### config.mk
export PLATFORM = sky130hd
export DESIGN_NAME = dtc_share_arbiter
export DESIGN_NICKNAME = d
export VERILOG_FILES = /design/src/rtl/dtc_share_arbiter.sv
export SDC_FILE = /design/constraint.sdc
export NUM_CORES = 1
export LEC_CHECK = 0
export BUFFER_PORTS_ARGS = -buffer_cell sky130_fd_sc_hd__buf_2
export CELL_PAD_IN_SITES_DETAIL_PLACEMENT = 1
export CELL_PAD_IN_SITES_GLOBAL_PLACEMENT = 2
export CORE_MARGIN = 5
export CORE_UTILIZATION = 24
export DETAILED_ROUTE_END_ITERATION = 12
export PLACE_DENSITY_LB_ADDON = 0.1
export SETUP_SLACK_MARGIN = 0.05
export SYNTH_ARGS = -nofsm -noshare
export SYNTH_HDL_FRONTEND = slang
export SYNTH_SLANG_ARGS = --single-unit
### constraint.sdc
create_clock -name clk -period 2.82 [get_ports clk]
set_input_delay 0 -clock clk [delete_from_list [all_inputs] [get_ports clk]]
set_output_delay 0 -clock clk [all_outputs]
set_load 0.05 [all_outputs]
### src/rtl/dtc_share_arbiter.sv
// dtc_share_arbiter: round-robin sharing of one combinational decision-tree
// classifier between NREQ feature producers. The winning feature vector is
// registered onto cls_inp, held for EVAL_CYC cycles, and the classifier
// output is captured and returned tagged with the owner's index.
//
// Optional feature macro: DTC_ARB_STATS_EN builds per-requester saturating
// 16-bit completed-result counters on stat_cnt; otherwise stat_cnt is 0.
//
// Handshake semantics (both sides): a transfer happens on the rising edge
// where valid and ready are both high. A valid source holds its payload
// stable until that edge; ready may depend combinationally on valid.
module dtc_share_arbiter #(
    parameter int NREQ     = 4,
    parameter int EVAL_CYC = 1,
    localparam int IDW     = $clog2(NREQ)
) (
    input  logic                 clk,
    input  logic                 rst_n,
    input  logic [NREQ-1:0]      req_valid,
    input  logic [NREQ*8-1:0]    req_data,
    output logic [NREQ-1:0]      req_ready,
    output logic [7:0]           cls_inp,
    input  logic [7:0]           cls_outp,
    output logic                 res_valid,
    input  logic                 res_ready,
    output logic [7:0]           res_data,
    output logic [IDW-1:0]       res_id,
    output logic [NREQ*16-1:0]   stat_cnt
);

    typedef enum logic [1:0] {
        IDLE = 2'd0,
        EVAL = 2'd1,
        HOLD = 2'd2
    } state_t;

    state_t           state_q;
    logic [IDW-1:0]   rr_ptr_q;
    logic [IDW-1:0]   id_q;
    logic [3:0]       cnt_q;
    logic [7:0]       cls_inp_q;
    logic             res_valid_q;
    logic [7:0]       res_data_q;
    logic [IDW-1:0]   res_id_q;

    logic             found;
    logic [IDW-1:0]   grant_idx_d;
    logic [IDW-1:0]   scan_idx;
    logic             accept;
    logic             res_hs;

    // Round-robin search starting one past the last winner, wrapping.
    always_comb begin
        found       = 1'b0;
        grant_idx_d = '0;
        scan_idx    = '0;
        for (int i = 1; i <= NREQ; i++) begin
            scan_idx = IDW'((int'(rr_ptr_q) + i) % NREQ);
            if (!found && req_valid[scan_idx]) begin
                found       = 1'b1;
                grant_idx_d = scan_idx;
            end
        end
    end

    // One-hot grant, only offered while idle.
    always_comb begin
        req_ready = '0;
        if (state_q == IDLE && found) begin
            req_ready[grant_idx_d] = 1'b1;
        end
    end

    assign accept = (state_q == IDLE) && found;
    assign res_hs = res_valid_q && res_ready;

    // Transaction FSM: accept, hold classifier input while it settles, present result.
    always_ff @(posedge clk or negedge rst_n) begin
        if (!rst_n) begin
            state_q     <= IDLE;
            rr_ptr_q    <= IDW'(NREQ - 1);
            id_q        <= '0;
            cnt_q       <= '0;
            cls_inp_q   <= 8'h00;
            res_valid_q <= 1'b0;
            res_data_q  <= 8'h00;
            res_id_q    <= '0;
        end else begin
            case (state_q)
                IDLE: begin
                    if (accept) begin
                        cls_inp_q <= req_data[{grant_idx_d, 3'b000} +: 8];
                        id_q      <= grant_idx_d;
                        rr_ptr_q  <= grant_idx_d;
                        cnt_q     <= 4'(EVAL_CYC - 1);
                        state_q   <= EVAL;
                    end
                end
                EVAL: begin
                    if (cnt_q != 4'd0) begin
                        cnt_q <= cnt_q - 4'd1;
                    end else begin
                        res_data_q  <= cls_outp;
                        res_id_q    <= id_q;
                        res_valid_q <= 1'b1;
                        state_q     <= HOLD;
                    end
                end
                HOLD: begin
                    if (res_ready) begin
                        res_valid_q <= 1'b0;
                        state_q     <= IDLE;
                    end
                end
                default: begin
                    state_q <= IDLE;
                end
            endcase
        end
    end

    assign cls_inp   = cls_inp_q;
    assign res_valid = res_valid_q;
    assign res_data  = res_data_q;
    assign res_id    = res_id_q;

`ifdef DTC_ARB_STATS_EN
    logic [NREQ*16-1:0] stat_q;

    // Count completed result handshakes per owner, saturating at 0xFFFF.
    always_ff @(posedge clk or negedge rst_n) begin
        if (!rst_n) begin
            stat_q <= '0;
        end else if (res_hs && stat_q[{res_id_q, 4'b0000} +: 16] != 16'hFFFF) begin
            stat_q[{res_id_q, 4'b0000} +: 16] <= stat_q[{res_id_q, 4'b0000} +: 16] + 16'd1;
        end
    end

    assign stat_cnt = stat_q;
`else
    logic unused_hs;
    assign unused_hs = res_hs;
    assign stat_cnt  = '0;
`endif

endmodule

## Word level (Yosys, flattened, before mapping)

Index checks and enable logic that the tools add are counted.
Widths: inputs -> output; s select.

| storage, ports and cells | value |
|---|---|
| register bits after elaboration | 29 |
| latch bits | 0 |
| memory bits (writable) | 0 |
| ROM bits | 0 |
| bits of input ports | 47 |
| memories | 0 |

| cells by class | value |
|---|---|
| add/sub/neg operators | 5 |
| multipliers | 0 |
| div/mod/pow operators | 0 |
| magnitude comparators | 6 |
| equal/unequal tests | 6 |
| shift operators | 1 |
| muxes and demuxes | 29 |
| bitwise operators | 1 |
| reduce and logical (&&, ||, !) cells | 17 |

Operators by type and width:

| kind | count |
|---|---|
| $shiftx 32x6->8 | 1 |
| $lt 2x3->1 const B | 5 |
| $mux 2 | 7 |
| $mux 4 | 3 |
| $mux 1 | 11 |
| $reduce_and 3->1 | 3 |
| $bmux 1 s2 | 4 |
| $ne 2x2->1 const B | 4 |
| $pmux 4 s2 | 1 |
| $pmux 2 s3 | 1 |
| $logic_and 1x1->1 | 5 |
| $add 2x1->2 const B | 2 |
| $add 2x2->2 const B | 2 |
| $reduce_and 2->1 | 2 |
| $reduce_bool 2->1 | 2 |
| $reduce_bool 4->1 | 1 |
| $sub 4x1->4 const B | 1 |
| $logic_not 1->1 | 3 |
| $demux 1 s2 | 1 |
| $eq 2x1->1 const B | 1 |
| $eq 2x2->1 const B | 1 |
| $ge 2x1->1 const B | 1 |
| $logic_not 2->1 | 1 |
| $pmux 1 s2 | 1 |
| $not 1->1 | 1 |

## Logic depth before layout (Yosys ltp)

Gate-level depths: netlist of run 1.

| depth | value |
|---|---|
| depth in word-level cells | 18 |
| depth in mapped cells | 8 |

## Worst setup path before layout of run 1

Ideal clock, no wire load.

| timing path | value |
|---|---|
| kind | register to output |
| start point | reg rr_ptr_q[1] |
| end point | out req_ready[0] |
| arrival time | 1.850 ns |
| data required time | 2.820 ns |
| slack | 0.970 ns |
| stages on the path, launching flop included | 5 |
| buffers on the path | 1 |
| cell sequence | dfstp_2 -> mux2i_1 -> o221ai_4 -> buf_4 -> nor2_1 |

| on the way | value |
|---|---|
| cells in the longest elaborated chain, start to end | 18 |

RTL lines:

| what | RTL line | source |
|---|---|---|
| start, declared | 38 | `logic [IDW-1:0] rr_ptr_q;` |
| start signal, assigned | 81 | `rr_ptr_q <= IDW'(NREQ - 1);` |
| start signal, assigned | 94 | `rr_ptr_q <= grant_idx_d;` |
| $add 2x1->2 | 58 | `scan_idx = IDW'((int'(rr_ptr_q) + i) % NREQ);` |
| $bmux 1 s2 | 59 | `if (!found && req_valid[scan_idx]) begin` |
| $mux 1 (not written as such) | 59 |  |
| $mux 1 | 59 |  |
| $logic_not 1->1 | 59 |  |
| $logic_and 1x1->1 | 59 |  |
| $mux 1 | 59 |  |
| $logic_not 1->1 | 59 |  |
| [2 not listed] | n/a |  |
| $logic_not 1->1 | 59 |  |
| $logic_and 1x1->1 | 59 |  |
| $mux 2 | 59 |  |
| $lt 2x3->1 (not written as such) or $ge 2x1->1 (tied branches) | 70 | `req_ready[grant_idx_d] = 1'b1;` |
| $logic_and 1x1->1 (not written as such) | 70 |  |
| $mux 1 (not written as such) | 70 |  |
| $demux 1 s2 | 70 |  |
| $mux 4 (*) | 69 | `if (state_q == IDLE && found) begin` |
| end, declared | 21 | `output logic [NREQ-1:0] req_ready,` |

Mark *: on every way between the ends. The rest lies on a longest branch, timed or not. The select of a mux whose other input is x is not followed.

## Worst setup path after layout of run 1

| timing path | value |
|---|---|
| start point | reg rr_ptr_q[1] |
| end point | out req_ready[1] |

Same word-level chain as after synthesis.

==> flow_summary.json, run 1 <==
{
  "antenna_left": 0,
  "die_x_um": 101,
  "die_area_mm2": 0.0102,
  "cts_tree": "yes",
  "ys.warnings.count": 0,
  "start_kind": "register",
  "ys_ff_latch": 29,
  "crit_cells": 6,
  "via_count": 1454,
  "antenna_found_initial": 0,
  "boundaryPins": 134,
  "r2r_cells": 5,
  "max_stage_delay_ps": 590,
  "fmax_mhz": 484,
  "multiInputGateArea_um2": 947,
  "drv_cap": 0,
  "gr-usage-all-layers": 0.0968,
  "power.share.sequential": 0.274,
  "regArea_um2": 728,
  "path_class": "reg2out",
  "fin_crit_sh": 0.733,
  "fillCellCount": 975,
  "nets": 327,
  "skew_ps": 4.85,
  "dp.final_hpwl_um": 3840,
  "synth_fa_ha_area_frac": 0.0126,
  "p_int_mw": 1.28,
  "reg2reg_to": "res_data[6]",
  "cts_root_buffer": "clkbuf_8",
  "path_max_fanout": 21,
  "grt_max_degree": 30,
  "drive_above_1_share": 0.337,
  "tightest_slew_ps": 681,
  "routedWlPerCell_um": 13.2,
  "rrSetupSlack_ps": 900,
  "grt_pass1_vias": 1525,
  "finalWirelength_um": 5060,
  "crit_path_end": "req_ready[1]",
  "final_cells": 384,
  "postCtsSetupBuffers": 0,
  "num_rows": 33,
  "p_comb_frac": 0.608,
  "htreeDepth": 2,
  "period_needed_ps": 2070,
  "place_congestion": 0.646,
  "drc_errors": 0,
  "cts_sinks": 29,
  "initial_core_util": 0.244,
  "switchingPower_mw": 1.50,
  "antennaDiodeCount": 0,
  "synth_compound_area_frac": 0.0834,
  "ir_drop_mv": 0.341,
  "coreArea_mm2": 0.00813,
  "dr.pass1.iters": 2,
  "syn_area_mm2": 0.00198,
  "setup_viol": 0,
  "status": "finished, final reports clean",
  "tns_ps": 0,
  "slew_headroom": 0.546,
  "first_iter_violations": 31,
  "min-delay-path-class": "in2reg",
  "critPathBufInv": 2,
  "vias_per_cell": 3.79,
  "io_buffers": 69,
  "synth-simple-area-share": 0.109,
  "ys_seq_area_frac": 0.368,
  "max-clock-path-buffers": 2,
  "syn_avg_cell_area_um2": 9.95,
  "clk_latency_ps": 280,
  "fp.dieH_um": 101,
  "critPathCaptureType": "primary output",
  "crit_required_ps": 2820,
  "synth_top_family_by_area": "buffers and inverters",
  "arrival_ps": 2070,
  "slew_viol_final": 0,
  "post-route-util": 0.290,
  "crit_chain": "nand2b_1, a21oi_2, o221ai_4, buf_4, and3_1, buf_2",
  "grt_pass1_wl_um": 7600,
  "syn_inst": 199,
  "yosysUniqueCellTypes": 33,
  "finalHoldViolCount": 0,
  "leakage_nw": 1.25,
  "area_delta_synth_final_pct": 19.2,
  "clk_pin_slew_worst_paths_ps": 60,
  "powerDensity_mw_per_mm2": 1180,
  "rsz0062_at_grt": "false",
  "crit-reg2reg-launch": "cnt_q[0]",
  "grt.overflow.total": 0,
  "dp.cells": 366,
  "cp_top_family": "buffers and inverters",
  "sw_frac_of_total": 0.540,
  "cp_slowest_cell": "dfstp_2",
  "cp-startpoint": "rr_ptr_q[1]",
  "numCtsBuffers": 5,
  "clkPwrFrac": 0.117,
  "synth.area.mux_share": 0.143,
  "synth_xor_area_frac": 0.00884
}
## power by group through the flow
stage	clock network (mW)	registers, mW	logic, mW
4_1_cts	0.348	0.768	1.73
6_report	0.327	0.764	1.70
3_5_place_dp	0	0.770	1.72
3_3_place_gp	0	0.772	1.70
5_1_grt	0.364	0.792	1.83
2_1_floorplan	0	1.22	0.965
## worst reg2reg max path, cell delays in order (launching register included)
cell and delay [ps]:
dfrtp_1 410, inv_1 90, ha_1 140, nor3b_1 260, nand3b_1 470, mux2_2 450
## placed cells by master (no fill, tap or decap), drive strengths merged, types with 2 or more instances in the layout
master	n
nor2	10
ha	2
conb	64
nand2	17
xnor2	2
mux2	10
buf	70
clkbuf	6
nand2b	4
o21ai	3
o221ai	9
inv	5
dlygate4sd3	10
clkinv	2
dfstp	2
dfrtp	27
nor4	2
a21oi	4
and3	2
mux2i	17
## metal layers
layer,wire [µm],part of all wire,GRT usage
met1,1970,0.39,0.109
met3,404,0.080,0.0304
met2,2650,0.52,0.174
met5,0,0,0
met4,39,0.0077,0.0280
## flip-flops by register name, indices dropped and copies added (netlist names)
signal     count
rr_ptr_q       2
res_valid      1
res_data       8
id_q           2
cls_inp        8
res_id         2
cnt_q          4
state_q        2
## how the worst min path moves through the flow
stage	from	end	slack, ps	depth (start not counted)
floorplan	rst_n	cls_inp[0]	-300	0
global placement	rst_n	cnt_q[2]	100	1
detailed placement	rst_n	cnt_q[3]	100	1
CTS	req_data[4]	cls_inp[4]	40	3
global route	req_data[4]	cls_inp[4]	70	3
finish	req_data[3]	cls_inp[3]	50	3
## cell type report
class	instances	share of cell area
Inverter	5	0.00795
Timing Repair Buffer	80	0.192
Sequential cell	29	0.308
Clock inverter	2	0.00424
Tap cell	105	0.0556
Clock buffer	6	0.0307
Multi-Input combinational cell	157	0.401
## cells in the mapped netlist
| library cell | instances | area [µm²] |
|---|---|---|
| buf_2 | 4 | 20.0 |
| ha_1 | 2 | 25.0 |
| o221ai_4 | 1 | 26.3 |
| nand3_1 | 1 | 5.00 |
| nor2_1 | 10 | 37.5 |
| nor4_2 | 2 | 25.0 |
| inv_1 | 5 | 18.8 |
| o21ai_0 | 3 | 15.0 |
| o221ai_1 | 8 | 70.1 |
| nand3b_1 | 1 | 7.51 |
| and2b_1 | 1 | 7.51 |
| nor3_2 | 1 | 10.0 |
| a21oi_1 | 3 | 15.0 |
| o31ai_1 | 1 | 7.51 |
| a21o_1 | 1 | 7.51 |
| nand2_1 | 17 | 63.8 |
| mux2_2 | 10 | 113 |
| or3_1 | 1 | 6.26 |
| a31oi_1 | 1 | 6.26 |
| mux2i_1 | 17 | 170 |
| nand2b_1 | 4 | 25.0 |
| buf_4 | 65 | 488 |
| buf_6 | 1 | 11.3 |
| a21oi_2 | 1 | 8.76 |
| dfrtp_1 | 27 | 676 |
| xnor2_1 | 2 | 17.5 |
| and3_1 | 2 | 12.5 |
| o2bb2ai_1 | 1 | 8.76 |
| nor3b_1 | 1 | 7.51 |
| or3b_1 | 1 | 8.76 |
| conb_1 | 1 | 3.75 |
| clkbuf_1 | 1 | 3.75 |
| dfstp_2 | 2 | 52.6 |
## through the flow
stage | setup slack, ps | hold WS [ps] | cell area [µm²] | total power, mW
detailed placement | 851 | 95.7 | 2180 | 2.49
CTS | 654 | 43.3 | 2360 | 2.85
floorplan | 970 | -296 | 2220 | 2.19
global placement | 898 | 99.6 | 2180 | 2.47
finish | 754 | 49.2 | 2360 | 2.79
global route | 500 | 65.2 | 2360 | 2.99
## logic make-up (layout without fill, tap and decap cells)
group | count (synthesis) | after routing
adder cells (fa/ha/maj) | 2 | 2
buffers and inverters | 76 | 93
flip-flops | 29 | 29
AO/OA/AOI/OAI | 20 | 20
multiplexers | 27 | 27
other | 1 | 64
AND/OR/NAND/NOR | 42 | 42
XOR/XNOR | 2 | 2
## what timing repair did
action	CTS	global route
gates resized for setup	0	0
hold endpoints to repair	36	0
hold buffers	10	0
No activity file was read; power rests on OpenSTA's default activity.
==> run 2: changes to the inputs <==
- ABC_AREA: default -> 1
- CORE_UTILIZATION: 24 -> 22
- clock period: 2.82 -> 2.1 ns (I/O delays scaled with it)
==> run 2 against run 1 <==
The run now ends with setup timing left. Count of clock-buffer cells in the layout grew 1. Final cell count increased by 47%. First-iteration DRC count up 39%. Global-route usage grew 0.20 points. Worst hold slack worse by 0.67 ps. Core utilization rose by 2.7 points. Non-clock buffer count up 35. Sequential power rose by 32%. Combinational power rose to 3.1 times the previous value. Critical endpoint is now req_ready[2]. Largest power group unchanged.
==> flow_summary.json, run 2 <==
{
  "gr-usage-all-layers": 0.0988,
  "synth-simple-area-share": 0.299,
  "cp-startpoint": "rr_ptr_q[0]",
  "leakage_nw": 1.84,
  "critPathCaptureType": "primary output",
  "yosysMostFrequentCell": "nand2_1",
  "synth_compound_area_frac": 0.0287,
  "max-clock-path-buffers": 2,
  "crit-reg2reg-launch": "rr_ptr_q[0]",
  "reg2reg_to": "cls_inp[7]",
  "layout_common_cells": "65 x buf_2, 64 x conb_1, 57 x nand2_1",
  "synth_edf_count": 0,
  "start_kind": "register",
  "min-delay-path-class": "in2reg",
  "syn_avg_cell_area_um2": 7.47,
  "synth_top_flop_cell": "dfrtp_1",
  "dp.final_hpwl_um": 5060,
  "grt_max_degree": 30,
  "antenna_left": 0,
  "period_needed_ps": 2170,
  "boundaryPins": 134,
  "num_rows": 37,
  "powerDensity_mw_per_mm2": 2080,
  "layout_commonest_cell": "buf_2",
  "slew_viol_final": 0,
  "setup_slack_ps": -73.8,
  "antennaDiodeCount": 0,
  "rrSetupSlack_ps": -20,
  "antenna_found_initial": 0,
  "cts_tree": "yes",
  "ir_drop_mv": 0.919,
  "synth_xor_area_frac": 0.00759,
  "via_count": 2110,
  "violations": "setup timing",
  "ys_async_sr_fraction": 1.00,
  "clk_pin_slew_worst_paths_ps": 60,
  "htreeDepth": 2,
  "ys.warnings.count": 0,
  "nets": 475,
  "skew_ps": 3.80,
  "tightest_slew_ps": 689,
  "finalWirelength_um": 6480,
  "synth.area.mux_share": 0.0390,
  "design_area_mm2": 0.00326,
  "place_ws_ps": -1.56,
  "syn_area_mm2": 0.00231,
  "drc_errors": 0,
  "area_delta_synth_final_pct": 41.4,
  "place_congestion": 0.730,
  "grt_pass1_wl_um": 10500,
  "syn_inst": 309,
  "coreArea_mm2": 0.0103,
  "synth_top_family_by_area": "simple AND/OR/NAND/NOR gates",
  "grt.overflow.total": 0,
  "first_iter_violations": 43,
  "place_area_mm2": 0.00265,
  "initial_core_util": 0.224,
  "die_area_mm2": 0.0126,
  "numCtsBuffers": 5,
  "drv_cap": 0,
  "drive_above_1_share": 0.412,
  "power.total_mw": 6.80,
  "r2r_cells": 13,
  "post-route-util": 0.318,
  "multiInputGateArea_mm2": 0.00129,
  "synth_top_area_share": 0.293,
  "grt_pass1_vias": 2230,
  "synthTopCellsByCount": "70 x nand2_1, 65 x buf_4, 40 x inv_1",
  "routedWlPerCell_um": 11.5,
  "yosysTopAreaCell": "dfrtp_1",
  "cts_sinks": 29,
  "fin_crit_sh": 1.04,
  "setup_viol": 7,
  "fillCellCount": 1316,
  "fp.dieH_um": 112,
  "status": "complete, but fails checks",
  "slew_headroom": 0.541,
  "ys_seq_area_frac": 0.316,
  "clk_latency_ps": 270,
  "dr.pass1.iters": 4,
  "path_class": "reg2out",
  "rsz0062_at_grt": "true",
  "ys_ff_latch": 29,
  "finalHoldViolCount": 0,
  "arrival_ps": 2170,
  "regArea_um2": 728,
  "synth_fa_ha_area_frac": 0.0108,
  "crit_path_end": "req_ready[2]",
  "die_x_um": 112,
  "synth.area.top_cells": "dfrtp_1 29%, buf_4 21%, nand2_1 11%, nand3_1 7.4%, inv_1 6.5%",
  "crit_required_ps": 2100,
  "cts_root_buffer": "clkbuf_8",
  "io_buffers": 69,
  "path_max_fanout": 5,
  "yosysUniqueCellTypes": 31,
  "vias_per_cell": 3.75,
  "fmax_mhz": 460
}
[run 2: power breakdown]
| group | leakage, nW | switching, mW | total, mW | internal (mW) |
|---|---|---|---|---|
| clock network | 0.0542 | 0.206 | 0.502 | 0.296 |
| logic | 1.44 | 3.23 | 5.28 | 2.05 |
| registers | 0.346 | 0.148 | 1.01 | 0.865 |
| total | 1.84 | 3.59 | 6.80 | 3.21 |
[run 2: cell families after synthesis]
family | Yosys count
flip-flops | 29
other | 1
adder cells (fa/ha/maj) | 2
buffers and inverters | 112
XOR/XNOR | 2
AO/OA/AOI/OAI | 12
AND/OR/NAND/NOR | 143
multiplexers | 8
[run 2: critical path, cell delays in order, from the launching register on]
cell	delay, ps
dfstp_2	550
buf_12	120
nand2_1	90
nand3_1	110
nand2_2	100
nor2_8	140
nand4_1	140
nand2_4	140
clkinvlp_4	160
nor2_2	180
buf_6	180
[run 2: how the worst min path moves through the flow]
| stage | start | end | slack [ps] | cells after the start |
|---|---|---|---|---|
| 2_1_floorplan | rst_n | cls_inp[0] | -300 | 0 |
| 3_3_place_gp | rst_n | res_data[5] | 90 | 1 |
| 3_5_place_dp | rst_n | res_data[5] | 90 | 1 |
| 4_1_cts | req_data[26] | cls_inp[2] | 30 | 4 |
| 5_1_grt | req_data[26] | cls_inp[2] | 40 | 4 |
| 6_report | req_data[26] | cls_inp[2] | 50 | 4 |
[run 2: through the flow]
step | hold slack [ps] | setup TNS, ps | instances
after floorplan | -296 | -236 | 372
after global placement | 86.3 | -10.3 | 519
after detailed placement | 89.6 | -1.56 | 519
after CTS | 33.7 | -283 | 549
after global routing | 40.3 | -1620 | 563
final | 48.5 | -225 | 563
[run 2: metal layers]
layer | vias up | GRT usage | share of wire
met4 | 0 | 0.0208 | 0.011
met2 | 70 | 0.164 | 0.49
met3 | 6 | 0.0313 | 0.062
li1 | 1057 | - | -
met1 | 977 | 0.126 | 0.43
met5 | - | 0 | 0
[run 2: layout make-up]
type	instances	area share
Sequential cell	29	0.223
Timing Repair Buffer	115	0.242
Inverter	43	0.0544
Clock inverter	1	0.00153
Clock buffer	7	0.0295
Tap cell	136	0.0521
Timing Repair inverter	1	0.00115
Multi-Input combinational cell	231	0.396
[run 2: repair_timing]
action,in CTS,in global routing
endpoints found under the setup margin,12,15
resized for setup,28,34
endpoints found under the hold margin,36,0
setup buffers,11,15
cloned,1,0
hold buffers,10,0
pin swaps,2,9
==> run 3: changes to the inputs <==
- GPL_TIMING_DRIVEN: default -> 0
- HOLD_SLACK_MARGIN: default -> 0.02
==> run 3 against run 2 <==
The run still ends with setup timing left. Die area unchanged. Count of clock-buffer cells in the layout fell by 2. Sequential share of layout area is 3.4 points lower. Via count up 7.6%. Critical path depth rose by 2. Final area is 18% higher. Clock skew increased by 5.5 ps. Largest power group unchanged. Highest routed layer unchanged.
==> flow_summary.json, run 3 (same netlist as run 2, synthesis figures left out) <==
{
  "status": "complete, but fails checks",
  "violations": "setup timing",
  "critPathCaptureType": "primary output",
  "initial_core_util": 0.224,
  "period_needed_ps": 2190,
  "start_kind": "register",
  "fin_crit_sh": 1.04,
  "antenna_left": 0,
  "powerDensity_mw_per_mm2": 1910,
  "path_max_fanout": 10,
  "num_rows": 37,
  "place_congestion": 0.711,
  "grt_pass1_wl_um": 11200,
  "finalWirelength_um": 6870,
  "nets": 531,
  "setup_viol": 11,
  "clk_latency_ps": 280,
  "cts_tree": "yes",
  "max_stage_delay_ps": 540,
  "crit_required_ps": 2100,
  "rsz0062_at_grt": "true",
  "gr-usage-all-layers": 0.107,
  "leakage_nw": 2.20,
  "crit_chain": "buf_8, inv_8, nand2_4, nand2_4, o21ai_4, buf_6, nand3_4, nand2_8, nand2_8, buf_8, nor3_4, buf_6",
  "via_count": 2270,
  "layout_commonest_cell": "buf_4",
  "boundaryPins": 134,
  "grt_pass1_vias": 2357,
  "setup_slack_ps": -91.5,
  "p_int_mw": 3.51,
  "clkPwrFrac": 0.094,
  "slew_viol_final": 0,
  "drive_above_1_share": 0.528,
  "numCtsBuffers": 5,
  "tns_ps": -316,
  "ir_drop_mv": 0.786,
  "whs_endpoint": "cls_inp[1]",
  "fp.dieH_um": 112,
  "path_class": "reg2out",
  "first_iter_violations": 26,
  "crit-reg2reg-launch": "rr_ptr_q[0]",
  "vias_per_cell": 3.67,
  "grt_max_degree": 30,
  "holdPathStages": 4,
  "routedWlPerCell_um": 11.1,
  "finalHoldViolCount": 0,
  "io_buffers": 69,
  "power.total_mw": 7.37,
  "rrSetupSlack_ps": -40,
  "fmax_mhz": 456,
  "r2r_cells": 15,
  "die_x_um": 112,
  "htreeDepth": 2,
  "cts_sinks": 29,
  "cp_slowest_cell": "dfstp_2",
  "clk_pin_slew_worst_paths_ps": 70,
  "final_cells": 619,
  "cp_top_family": "buffers and inverters",
  "antennaDiodeCount": 0,
  "antenna_found_initial": 0,
  "design_area_mm2": 0.00386,
  "place_ws_ps": -208,
  "place_area_mm2": 0.00308,
  "reg2reg_to": "cnt_q[1]",
  "grt.overflow.total": 0,
  "dp.final_hpwl_um": 5270,
  "p_comb_frac": 0.771,
  "drv_cap": 0,
  "cts_root_buffer": "clkbuf_8",
  "slew_headroom": 0.548,
  "coreArea_mm2": 0.0103,
  "max-clock-path-buffers": 2,
  "area_delta_synth_final_pct": 67.2,
  "layout_common_cells": "79 x buf_4, 65 x buf_2, 64 x conb_1",
  "power.share.sequential": 0.135,
  "min-delay-path-class": "in2reg",
  "drc_errors": 0,
  "skew_ps": 9.33,
  "dr.pass1.iters": 4,
  "arrival_ps": 2190,
  "holdWs_ps": 45.1,
  "dp.cells": 577,
  "post-route-util": 0.375,
  "tightest_slew_ps": 678,
  "sw_frac_of_total": 0.523,
  "critPathBufInv": 5,
  "die_area_mm2": 0.0126,
  "switchingPower_mw": 3.86,
  "min_from": "req_data[25]"
}
## run 3: cell count changes in the layout (fill, tap and decap cells not counted), moves of 5 or more
cell / change
nand2_1: -12
buf_6: +5
buf_4: +50
nand3_1: -12
nand2_2: +9
nand3_2: +12
## run 3: how the worst max path moves through the flow
stage	from	to	slack, ps	cells past startpoint
final	rr_ptr_q[0]	req_ready[3]	-90	12
after CTS	rr_ptr_q[0]	req_ready[3]	-130	13
after detailed placement	rr_ptr_q[0]	cls_inp[5]	-210	10
after global placement	rr_ptr_q[0]	cls_inp[2]	-230	10
after global routing	rr_ptr_q[0]	req_ready[3]	-220	12
after floorplan	rr_ptr_q[0]	req_ready[0]	-100	12
## run 3: repair_timing
item                                    in CTS  in global routing
hold endpoints to repair                    36                  0
setup buffers                               15                  8
resized for setup                           69                 27
cloned                                       1                  0
pin swaps                                   18                 10
hold buffers                                10                  0
endpoints found under the setup margin      16                 16
## run 3: routing by layer
metal  wire (µm)  track usage  vias to the layer above
met4          53       0.0264                        0
met2        3400        0.178                       67
met1        2910        0.134                     1031
met3         505       0.0345                        4
met5           0            0                        -
li1            -            -                     1168
## run 3: worst register-to-register path: cells and delay by family, from the launching register on
| family | cells | cell delay (ps) |
|---|---|---|
| DFF | 1 | 540 |
| AOI/OAI and AO/OA | 1 | 80 |
| and+or+nand+nor | 8 | 790 |
| buffers and inverters | 6 | 670 |
## run 3: final cells by class
| class | count | area, µm² |
|---|---|---|
| plain buffers | 69 | 541 |
| clock buffers | 5 | 68.8 |
| clock inverters | 3 | 65.1 |
| fillers | 1304 | 6420 |
| inverters | 43 | 178 |
| multi-input cells | 231 | 1420 |
| flip-flops and latches | 29 | 728 |
| well taps | 136 | 170 |
| repair buffers | 103 | 693 |
## run 3: power groups by stage
stage,sequential (mW),clock (mW),combinational (mW)
global placement,1.01,0,4.03
finish,0.997,0.691,5.68
floorplan,1.65,0,2.54
CTS,1.01,0.721,5.34
global route,1.03,0.747,6.16
detailed placement,1.01,0,4.05
